File: src/rtl/debounce_multi.sv
// Multi-channel switch debouncer: per-channel synchroniser and stability counter
// sharing one sample-tick prescaler; emits debounced level plus rise/fall strobes.
module debounce_multi #(
    parameter int unsigned CHANNELS     = 4,
    parameter int unsigned CLK_DIV      = 1000000,
    parameter int unsigned STABLE_TICKS = 3,
    parameter int unsigned SYNC_STAGES  = 2,
    parameter logic        RESET_LEVEL  = 1'b0
) (
    input  logic                clk,
    input  logic                reset,
    input  logic [CHANNELS-1:0] sw,
    output logic [CHANNELS-1:0] db,
    output logic [CHANNELS-1:0] rise,
    output logic [CHANNELS-1:0] fall,
    output logic                tick
);

    localparam int unsigned DIV_W = $clog2(CLK_DIV);
    localparam int unsigned CNT_W = $clog2(STABLE_TICKS + 1);
    localparam logic [DIV_W-1:0] DIV_LAST = DIV_W'(CLK_DIV - 1);
    localparam logic [CNT_W-1:0] CNT_LAST = CNT_W'(STABLE_TICKS - 1);

    logic [DIV_W-1:0] div_cnt;

    // Shared sample prescaler; tick is decoded straight from the count register.
    always_ff @(posedge clk) begin
        if (reset) begin
            div_cnt <= '0;
        end else if (div_cnt == DIV_LAST) begin
            div_cnt <= '0;
        end else begin
            div_cnt <= div_cnt + DIV_W'(1);
        end
    end

    assign tick = (div_cnt == DIV_LAST);

    for (genvar i = 0; i < CHANNELS; i++) begin : g_ch
        logic [SYNC_STAGES-1:0] sync_q;
        logic [CNT_W-1:0]       cnt_q;
        logic                   db_q;
        logic                   rise_q;
        logic                   fall_q;
        logic                   s;

        assign s = sync_q[SYNC_STAGES-1];

        always_ff @(posedge clk) begin
            if (reset) begin
                sync_q <= {SYNC_STAGES{RESET_LEVEL}};
            end else begin
                sync_q <= {sync_q[SYNC_STAGES-2:0], sw[i]};
            end
        end

        // Any return to the current level discards progress toward a change.
        always_ff @(posedge clk) begin
            if (reset) begin
                cnt_q  <= '0;
                db_q   <= RESET_LEVEL;
                rise_q <= 1'b0;
                fall_q <= 1'b0;
            end else begin
                rise_q <= 1'b0;
                fall_q <= 1'b0;
                if (s == db_q) begin
                    cnt_q <= '0;
                end else if (tick && (cnt_q == CNT_LAST)) begin
                    db_q   <= s;
                    cnt_q  <= '0;
                    rise_q <= s;
                    fall_q <= !s;
                end else if (tick) begin
                    cnt_q <= cnt_q + CNT_W'(1);
                end
            end
        end

        assign db[i]   = db_q;
        assign rise[i] = rise_q;
        assign fall[i] = fall_q;
    end

endmodule

File: config.mk
export PLATFORM = sky130hd
export DESIGN_NAME = debounce_multi
export DESIGN_NICKNAME = d
export VERILOG_FILES = /design/src/rtl/debounce_multi.sv
export SDC_FILE = /design/constraint.sdc
export NUM_CORES = 1
export LEC_CHECK = 0
export BUFFER_PORTS_ARGS = -buffer_cell sky130_fd_sc_hd__buf_4
export CORE_UTILIZATION = 52
export DETAILED_ROUTE_END_ITERATION = 10
export PLACE_DENSITY = 0.81
export SETUP_SLACK_MARGIN = 0.2
export SLEW_MARGIN = 0
export SYNTH_ARGS = -nofsm -noshare
export SYNTH_HDL_FRONTEND = slang
export SYNTH_SLANG_ARGS = --single-unit
File: constraint.sdc
create_clock -name clk -period 2.2 [get_ports clk]
set_input_delay 0.22 -clock clk [delete_from_list [all_inputs] [get_ports clk]]
set_output_delay 0.22 -clock clk [all_outputs]
set_load 0.03 [all_outputs]
==> After elaboration in Yosys (flattened, before gate mapping) <==
Index checks and enable logic that the tools add are counted.
{ "word_totals": {"output_inout_bits": 13, "regBits": 48, "in_bits": 6} }
{ "op_classes": {"eq_ne": 9, "n_addsub": 5, "n_reduce_logical": 21, "bitwise": 8} }
{ "ops": {"columns": ["operator", "count"], "rows": [
  ["3-bit OR reduction", 8],
  ["20-bit by 1-bit adder with 20-bit output (second input constant)", 1],
  ["20-bit == test (second input constant)", 1],
  ["2-bit by 1-bit adder with 2-bit output (second input constant)", 4],
  ["2-bit == test (second input constant)", 4],
  ["1-bit inverter", 8],
  ["2-bit AND reduction", 4],
  ["1-bit == test", 4],
  ["1-bit logical AND", 4],
  ["1-bit zero test", 4],
  ["2-bit OR reduction", 1]
]} }

==> Logic depth before layout (Yosys ltp) <==
Gate-level depths: netlist (run 1).
{ "logic_depth": {"ltp_word": 4, "mapped_depth": 7, "depth_no_buf": 5} }

==> Worst setup path after synthesis (run 1) <==
No wires, ideal clock.
{ "synth_path": {"kind": "reg-to-reg", "startpoint": "register div_cnt[13]", "endpoint": "register div_cnt[10]", "arrival_time_ns": 1.907, "setup_ns": 0.117, "period_less_slack_ns": 2.024, "n_path_buf": 2, "stages_incl_launch_ff": 7, "slack_ns": 0.176, "path_cell_list": "dfxtp_1 or4b_1 or4_4 buf_6 o21ai_4 buf_2 nor2_1"} }
{ "synth_between": {"elab_chain_len": 2} }
{ "synth_rtl": {"columns": ["item", "line", "text"], "rows": [
  ["start, declared", "24", "logic [DIV_W-1:0] div_cnt;"],
  ["start signal, assigned", "33", "div_cnt <= div_cnt + DIV_W'(1);"],
  ["20-bit == test", "30", "end else if (div_cnt == DIV_LAST) begin"],
  ["2-bit OR reduction (no line)", null, null]
]} }
Every way passes these cells.
A chain may end at the register's enable or synchronous reset.

==> Final worst setup path (run 1) <==
{ "layout_path": {"startpoint": "register div_cnt[8]", "endpoint": "register g_ch[3].cnt_q[1]"} }
{ "layout_between": {"elab_chain_len": 3} }
{ "layout_rtl": {"columns": ["item", "line", "text"], "rows": [
  ["20-bit == test *", "37", "assign tick = (div_cnt == DIV_LAST);"],
  ["1-bit logical AND", "69", "end else if (tick && (cnt_q == CNT_LAST)) begin"],
  ["3-bit OR reduction (no line)", null, null],
  ["end signal, assigned", "75", "cnt_q <= cnt_q + CNT_W'(1);"],
  ["end, declared", "41", "logic [CNT_W-1:0] cnt_q;"]
]} }
Every way passes the cells marked *; elsewhere a longest branch is shown, timed or not.

==> impl_summary.log, run 1 <==
[metrics] run status: completed
[metrics] Worst Reg-to-Reg Cells: 5
[metrics] number of distinct library cells after synthesis: 29
[metrics] Synth Net Count: 242
[metrics] worst vdd ir: 0.000457 V
[metrics] fraction of layout cells with a size suffix above 1: between 20% and 30%
[metrics] standard-cell rows: 22
[metrics] Clk pin slew, worst setup/hold paths: 100 ps
[metrics] diodes inserted: 0
[metrics] cell seen most often among critical-path stages: or4_4
[metrics] Remaining DRCs: 0
[metrics] source of the worst register-to-register timing path: div_cnt[8]
[metrics] WL final: ~4.3 mm
[metrics] total routing usage reported by global routing: 20.8%
[metrics] Static Leak: 0.836 nW
[metrics] count of final setup violators: 0
[metrics] endpoint of the worst register-to-register path: g_ch[3].cnt_q[1]
[metrics] setup repair after global routing missed its margin: yes
[metrics] largest fanout of any net on the critical path: 6
[metrics] FFs w/ async S/R, synth: 0%
[metrics] PD cells: between 600 and 700 nW/um^2
[metrics] R2R Setup Slk: 90 ps
[metrics] area of the core: 3720 sq um
[metrics] count of flip-flops with a built-in enable after synthesis: 0
[metrics] leading area contributor after synthesis: dfxtp_1
[metrics] worst path setup slack after routing: 86.6 ps
[metrics] number of sinks handled by clock tree synthesis: 48
[metrics] actual transition at the worst max-transition pin: between 500 and 600 ps
[metrics] Clk Latency, worst-skew pair: 310 ps
[metrics] largest net degree at the start of global routing: 18
[metrics] remaining global-route overflow: 0
[metrics] vias in the first global route: 1449
[metrics] horizontal extent of the die: 64.9 um
[metrics] Worst path slowest cell: or4b_4
[metrics] share of synthesized area occupied by flip-flops and latches: about 47%
[metrics] Final TNS setup: 0 ps
[metrics] delay of the slowest critical-path stage: 540 ps
[metrics] Root Driver: clkbuf_8
[metrics] Detailed Route Iter0 Violations: 118
[metrics] post-synthesis cell area: around 2100 sq um
[metrics] DRT antenna net count: 0
[metrics] most used flip-flop cell after synthesis: dfxtp_1
[metrics] startpoint of the most critical hold path: sw[2]
[metrics] first element of the critical path: div_cnt[8]
[metrics] fin. max-slew vios: 0
[metrics] shortest period the worst path allows: 2110 ps
[metrics] endpoint of the worst hold-timing path: g_ch[2].sync_q[0]
[metrics] maxcap violations: 0
[metrics] yosys synthesis warning count: 0
[metrics] Synth area leaders: dfxtp_1, or4_1, a21oi_1, buf_4, o21ai_0
[metrics] overall die height: 64.9 um
[metrics] Mapped Avg Cell Area: 8.92 sq um
[metrics] gate count after technology mapping: 231
[metrics] total via count after detailed routing: 1682
[metrics] global-route wire length before repair: 6.66 mm
[metrics] Final period util: a little over nine tenths
[metrics] critical path launch point type: flop
[metrics] TritonRoute pass-1 iters: 4
[metrics] achievable clock frequency: about 470 MHz
[metrics] post-place setup slack: between 70 and 80 ps
[metrics] area added between synthesis and finish: 19.4%
[metrics] clk buf depth: 2
[metrics] final count of hold timing violations: 0
[metrics] fin nets: 261
[metrics] normalized max-slew margin: approximately two thirds
[metrics] hold depth: 2
[metrics] overall die area: 4220 sq um
[metrics] number of ports placed on the die boundary: 19
[metrics] per-cell via count in the routed design: 5.63
[metrics] total of buffers placed on input and output ports: 18
[metrics] clock buffer count from CTS: 5
[metrics] data required time at the worst endpoint: 2450 ps
[metrics] number of antenna violations at the first check in global routing: 0
[metrics] area fraction of the dominant cell type after synthesis: 46.7%
[metrics] clock tree from TritonCTS: built
[metrics] path class of the lowest-slack min-delay path: in2reg
[metrics] worst clock skew: about 14 ps
[metrics] Placer Congestion: between 0.8 and 0.9
[metrics] path type of the worst setup path: reg2reg
[metrics] Synth Register Bits: 48
[metrics] arrival time at the worst endpoint: approximately 2400 ps
[metrics] drt wl/cell: 14.3 um
[metrics] endpoint type of the worst setup path: flop
[metrics] Clock H-tree levels: 2
[metrics] placed wire-length estimate after detailed placement: around 2.5 mm
[metrics] initial core utilization: a little under three fifths
[metrics] cell chain of the critical path: or4b_4 -> or4_4 -> buf_6 -> or4_4 -> a21oi_2
## cells by family after synthesis
logic type | count (synthesis) | share of synthesized area [%]
XOR/XNOR | 15 | 6.38
AO/OA/AOI/OAI | 39 | 10.4
AND/OR/NAND/NOR | 96 | 25.8
buffers and inverters | 28 | 7.78
flip-flops | 48 | 46.7
adder cells (fa/ha/maj) | 5 | 3.04
## worst max path at each step
stage                  endpoint  slack, ps
2_1_floorplan  g_ch[0].cnt_q[1]        180
3_3_place_gp   g_ch[1].cnt_q[1]        140
3_5_place_dp   g_ch[3].cnt_q[0]         70
4_1_cts        g_ch[0].cnt_q[0]        130
5_1_grt        g_ch[3].cnt_q[1]         60
6_report       g_ch[3].cnt_q[1]         90
## cell usage after synthesis, drive strengths merged (7+ instances only)
cell and instances:
nand2 18, nor2 14, o21ai 17, a21oi 19, dfxtp 48, xor2 7
nor2b 8, inv 8, buf 16, xnor2 8, or4 14, nand3 13
nor4 11
## flip-flops by register name, summed over array words and instances, names as in the netlist
register,flops
div_cnt,20
g_ch.cnt_q,8
g_ch.db_q,4
g_ch.fall_q,4
g_ch.rise_q,4
g_ch.sync_q,8
## cell type report
class                   count  area, sq um
inverters                   8         30.0
multi-input cells         156         1050
clock buffers               6         82.6
well taps                  48         60.1
flip-flops and latches     48          970
clock inverters             2         13.8
repair buffers             31          255
fillers                   297         1260
## power by group
part / switching [mW] / total (mW) / internal [mW]
sequential: 0.0116 / 0.892 / 0.880
combinational: 0.0229 / 0.0475 / 0.0245
clock: 0.298 / 0.555 / 0.257
total: 0.333 / 1.49 / 1.16
## metrics by stage
step	power (mW)	util [%]	hold slack (ps)	std cells	cell area (sq um)
2_1_floorplan	0.931	-	292	231	2060
3_3_place_gp	0.946	58.4	417	283	2170
3_5_place_dp	0.947	58.4	420	283	2170
4_1_cts	1.49	63.6	119	297	2360
5_1_grt	1.55	66.2	117	299	2460
6_report	1.49	66.2	126	299	2460
## critical path, delay by kind of cell, from the launching register on
kind	cells	cell delay [ps]
flops	1	350
buf+inv	1	150
simple gates	3	1410
compound gates	1	160
## per-layer routing
layer / global-route usage [%] / wire [um] / up-vias
met4: 8.06 / 50 / 0
li1: - / - / 847
met2: 34.0 / 2110 / 49
met1: 26.0 / 1910 / 779
met5: 0 / 0 / -
met3: 5.46 / 207 / 7
## placed cells by master, fill, tap and decap left out, types with 3 or more instances in the layout
cell      netlist  routed
a21oi_1        19      16
nand4_1         4       4
dfxtp_2         0       7
buf_4          12      25
o21ai_0        16      15
nor3_1          4       4
ha_1            5       4
or3_1           4       4
or4_4           1       7
nor2b_1         8       8
nand3_1        13      10
or4_1          13       8
o31ai_1         3       3
clkbuf_8        0       6
nor2_2          0       4
xor2_1          7       7
dfxtp_1        48      41
nor4_1         10       9
xnor2_1         8       8
buf_6           1       6
a21oi_2         0       3
nor2_1         14      10
and3_1          3       3
inv_1           8       8
nand2_1        18      17
## what timing repair did
item / CTS / global route
hold endpoints to repair: 0 / 0
endpoints found under the setup margin: 26 / 32
gates cloned: 1 / 2
buffers inserted: 5 / 0
gates resized for setup: 15 / 26
hold buffers: 0 / 0
pin swaps: 4 / 8
Power figures use the tool's default switching activity.
==> inputs of run 2 (changes only) <==
--- a/config.mk
+++ b/config.mk
@@ -6,6 +6,7 @@
 export NUM_CORES = 1
 export LEC_CHECK = 0
 export BUFFER_PORTS_ARGS = -buffer_cell sky130_fd_sc_hd__buf_4
+export CORE_ASPECT_RATIO = 0.7
 export CORE_UTILIZATION = 52
 export DETAILED_ROUTE_END_ITERATION = 10
 export PLACE_DENSITY = 0.81
==> run 2 against run 1 <==
Fmax rose by 2.9%. Die area rose by 0.11%. Register-to-register slack improved by 60 ps. Sequential cell count did not move. Utilization rose by 1.6 points.
==> impl_summary.log, run 2 (synthesis gave the netlist of run 1 again) <==
[metrics] Worst Reg-to-Reg Cells: 4
[metrics] cts hold-fix bufs: 0
[metrics] most frequent standard cell in the layout excluding fill and tap cells: dfxtp_1
[metrics] WL final: 4.47 mm
[metrics] filler instances: 293
[metrics] arrival time at the worst endpoint: about 2300 ps
[metrics] endpoint type of the worst setup path: flop
[metrics] largest fanout of any net on the critical path: 7
[metrics] Placer Congestion: 0.867
[metrics] Storage cell area: 970 sq um
[metrics] delay of the slowest critical-path stage: 590 ps
[metrics] highest-count cells in the layout ignoring fill and taps: dfxtp_1, buf_4, nand2_1
[metrics] critical path launch point type: flop
[metrics] Clock H-tree levels: 2
[metrics] DRT antenna net count: 0
[metrics] largest net degree at the start of global routing: 20
[metrics] fin. max-slew vios: 0
[metrics] normalized max-slew margin: between 60% and 70%
[metrics] shortest period the worst path allows: 2050 ps
[metrics] standard-cell rows: 18
[metrics] worst vdd ir: 0.000534 V
[metrics] fraction of layout cells with a size suffix above 1: 26.6%
[metrics] Root Driver: clkbuf_8
[metrics] overall die height: around 55 um
[metrics] vias in the first global route: 1474
[metrics] actual transition at the worst max-transition pin: 499 ps
[metrics] TritonRoute pass-1 iters: 4
[metrics] Final TNS setup: 0 ps
[metrics] number of sinks handled by clock tree synthesis: 48
[metrics] count of final setup violators: 0
[metrics] max reg flops: 20
[metrics] R2R Setup Slk: 150 ps
[metrics] final count of hold timing violations: 0
[metrics] total routing usage reported by global routing: 22.1%
[metrics] initial core utilization: 56.4%
[metrics] number of ports placed on the die boundary: 19
[metrics] area used by multi-input combinational logic: about 1100 sq um
[metrics] placed wire-length estimate after detailed placement: 2.69 mm
[metrics] Detailed Route Iter0 Violations: 174
[metrics] per-cell via count in the routed design: 5.71
[metrics] Remaining DRCs: 0
[metrics] Final period util: between 90% and 100%
[metrics] worst clock skew: 6.66 ps
[metrics] path class of the lowest-slack min-delay path: in2reg
[metrics] Static Leak: 0.851 nW
[metrics] cell chain of the critical path: or4b_4 -> or4_4 -> or4_1 -> a21oi_2
[metrics] clock tree from TritonCTS: built
[metrics] CP Capture Point: g_ch[1].cnt_q[0]
[metrics] run status: completed
[metrics] Clk pin slew, worst setup/hold paths: 90 ps
[metrics] total of buffers placed on input and output ports: 18
[metrics] biggest regs: div_cnt (20), g_ch.cnt_q (8), g_ch.sync_q (8)
[metrics] remaining global-route overflow: 0
[metrics] setup repair after global routing missed its margin: yes
[metrics] top register by number of flip-flops: div_cnt
[metrics] clock buffer count from CTS: 5
[metrics] clk buf depth: 2
[metrics] data required time at the worst endpoint: about 2400 ps
[metrics] fin nets: 258
[metrics] area added between synthesis and finish: 20.0%
[metrics] first element of the critical path: div_cnt[13]
[metrics] total power: 1.62 mW
[metrics] total via count after detailed routing: 1703
[metrics] diodes inserted: 0
[metrics] source of the worst register-to-register timing path: div_cnt[13]
[metrics] path type of the worst setup path: reg2reg
[metrics] horizontal extent of the die: 77.2 um
[metrics] PD cells: between 600 and 700 nW/um^2
[metrics] area of the core: between 3000 and 4000 sq um
[metrics] Worst path slowest cell: or4b_4
[metrics] drt wl/cell: ~15 um
[metrics] Clk Latency, worst-skew pair: 300 ps
[metrics] overall die area: 4220 sq um
[metrics] global-route wire length before repair: roughly 7 mm
[metrics] maxcap violations: 0
[metrics] achievable clock frequency: between 400 and 500 MHz
[metrics] endpoint of the worst register-to-register path: g_ch[1].cnt_q[0]
[metrics] number of antenna violations at the first check in global routing: 0
[run 2: final cells by class]
type	count	area share [%]
clock buffers	7	3.90
repair buffers	27	8.71
flip-flops and latches	48	39.2
clock inverters	1	1.22
multi-input cells	157	43.2
inverters	8	1.22
well taps	50	2.53
[run 2: how the worst min path moves through the flow]
stage,slack (ps),depth (start not counted),endpoint,start
after detailed placement,420,1,g_ch[1].sync_q[1],g_ch[1].sync_q[0]
after CTS,120,2,g_ch[0].sync_q[0],sw[0]
after global routing,120,2,g_ch[0].sync_q[0],sw[0]
final,130,2,g_ch[0].sync_q[0],sw[0]
after floorplan,290,1,g_ch[0].sync_q[0],reset
after global placement,420,1,g_ch[0].sync_q[1],g_ch[0].sync_q[0]
[run 2: power by group]
group / switching [mW] / internal [mW]
sequential: 0.0128 / 0.880
clock: 0.282 / 0.401
combinational: 0.0227 / 0.0226
[run 2: worst max-delay path, delay by kind of cell (launching register included)]
family | cells | cell delay, ps
DFF | 1 | 340
AOI/OAI and AO/OA | 1 | 130
and+or+nand+nor | 3 | 1530
[run 2: what timing repair did]
item | CTS | global route
setup buffers | 2 | 2
pin swaps | 6 | 5
endpoints found under the setup margin | 30 | 33
gates cloned | 2 | 0
gates resized for setup | 13 | 21
[run 2: layer usage]
layer	part of all wire, %	wire length, um	global-route usage (%)
met2	43	1920	33.6
met3	4.7	212	5.17
met5	0	0	0
met4	2.3	104	9.12
met1	50	2230	30.5
[run 2: metrics by stage]
stage	utilization, %	hold WS (ps)	setup slack, ps	instance area, sq um	instances
3_3_place_gp	59.7	417	144	2180	284
4_1_cts	65.3	120	50.7	2380	296
5_1_grt	67.7	122	84.6	2470	298
3_5_place_dp	59.7	422	39.8	2180	284
2_1_floorplan	-	292	185	2060	231
6_report	67.7	131	146	2470	298
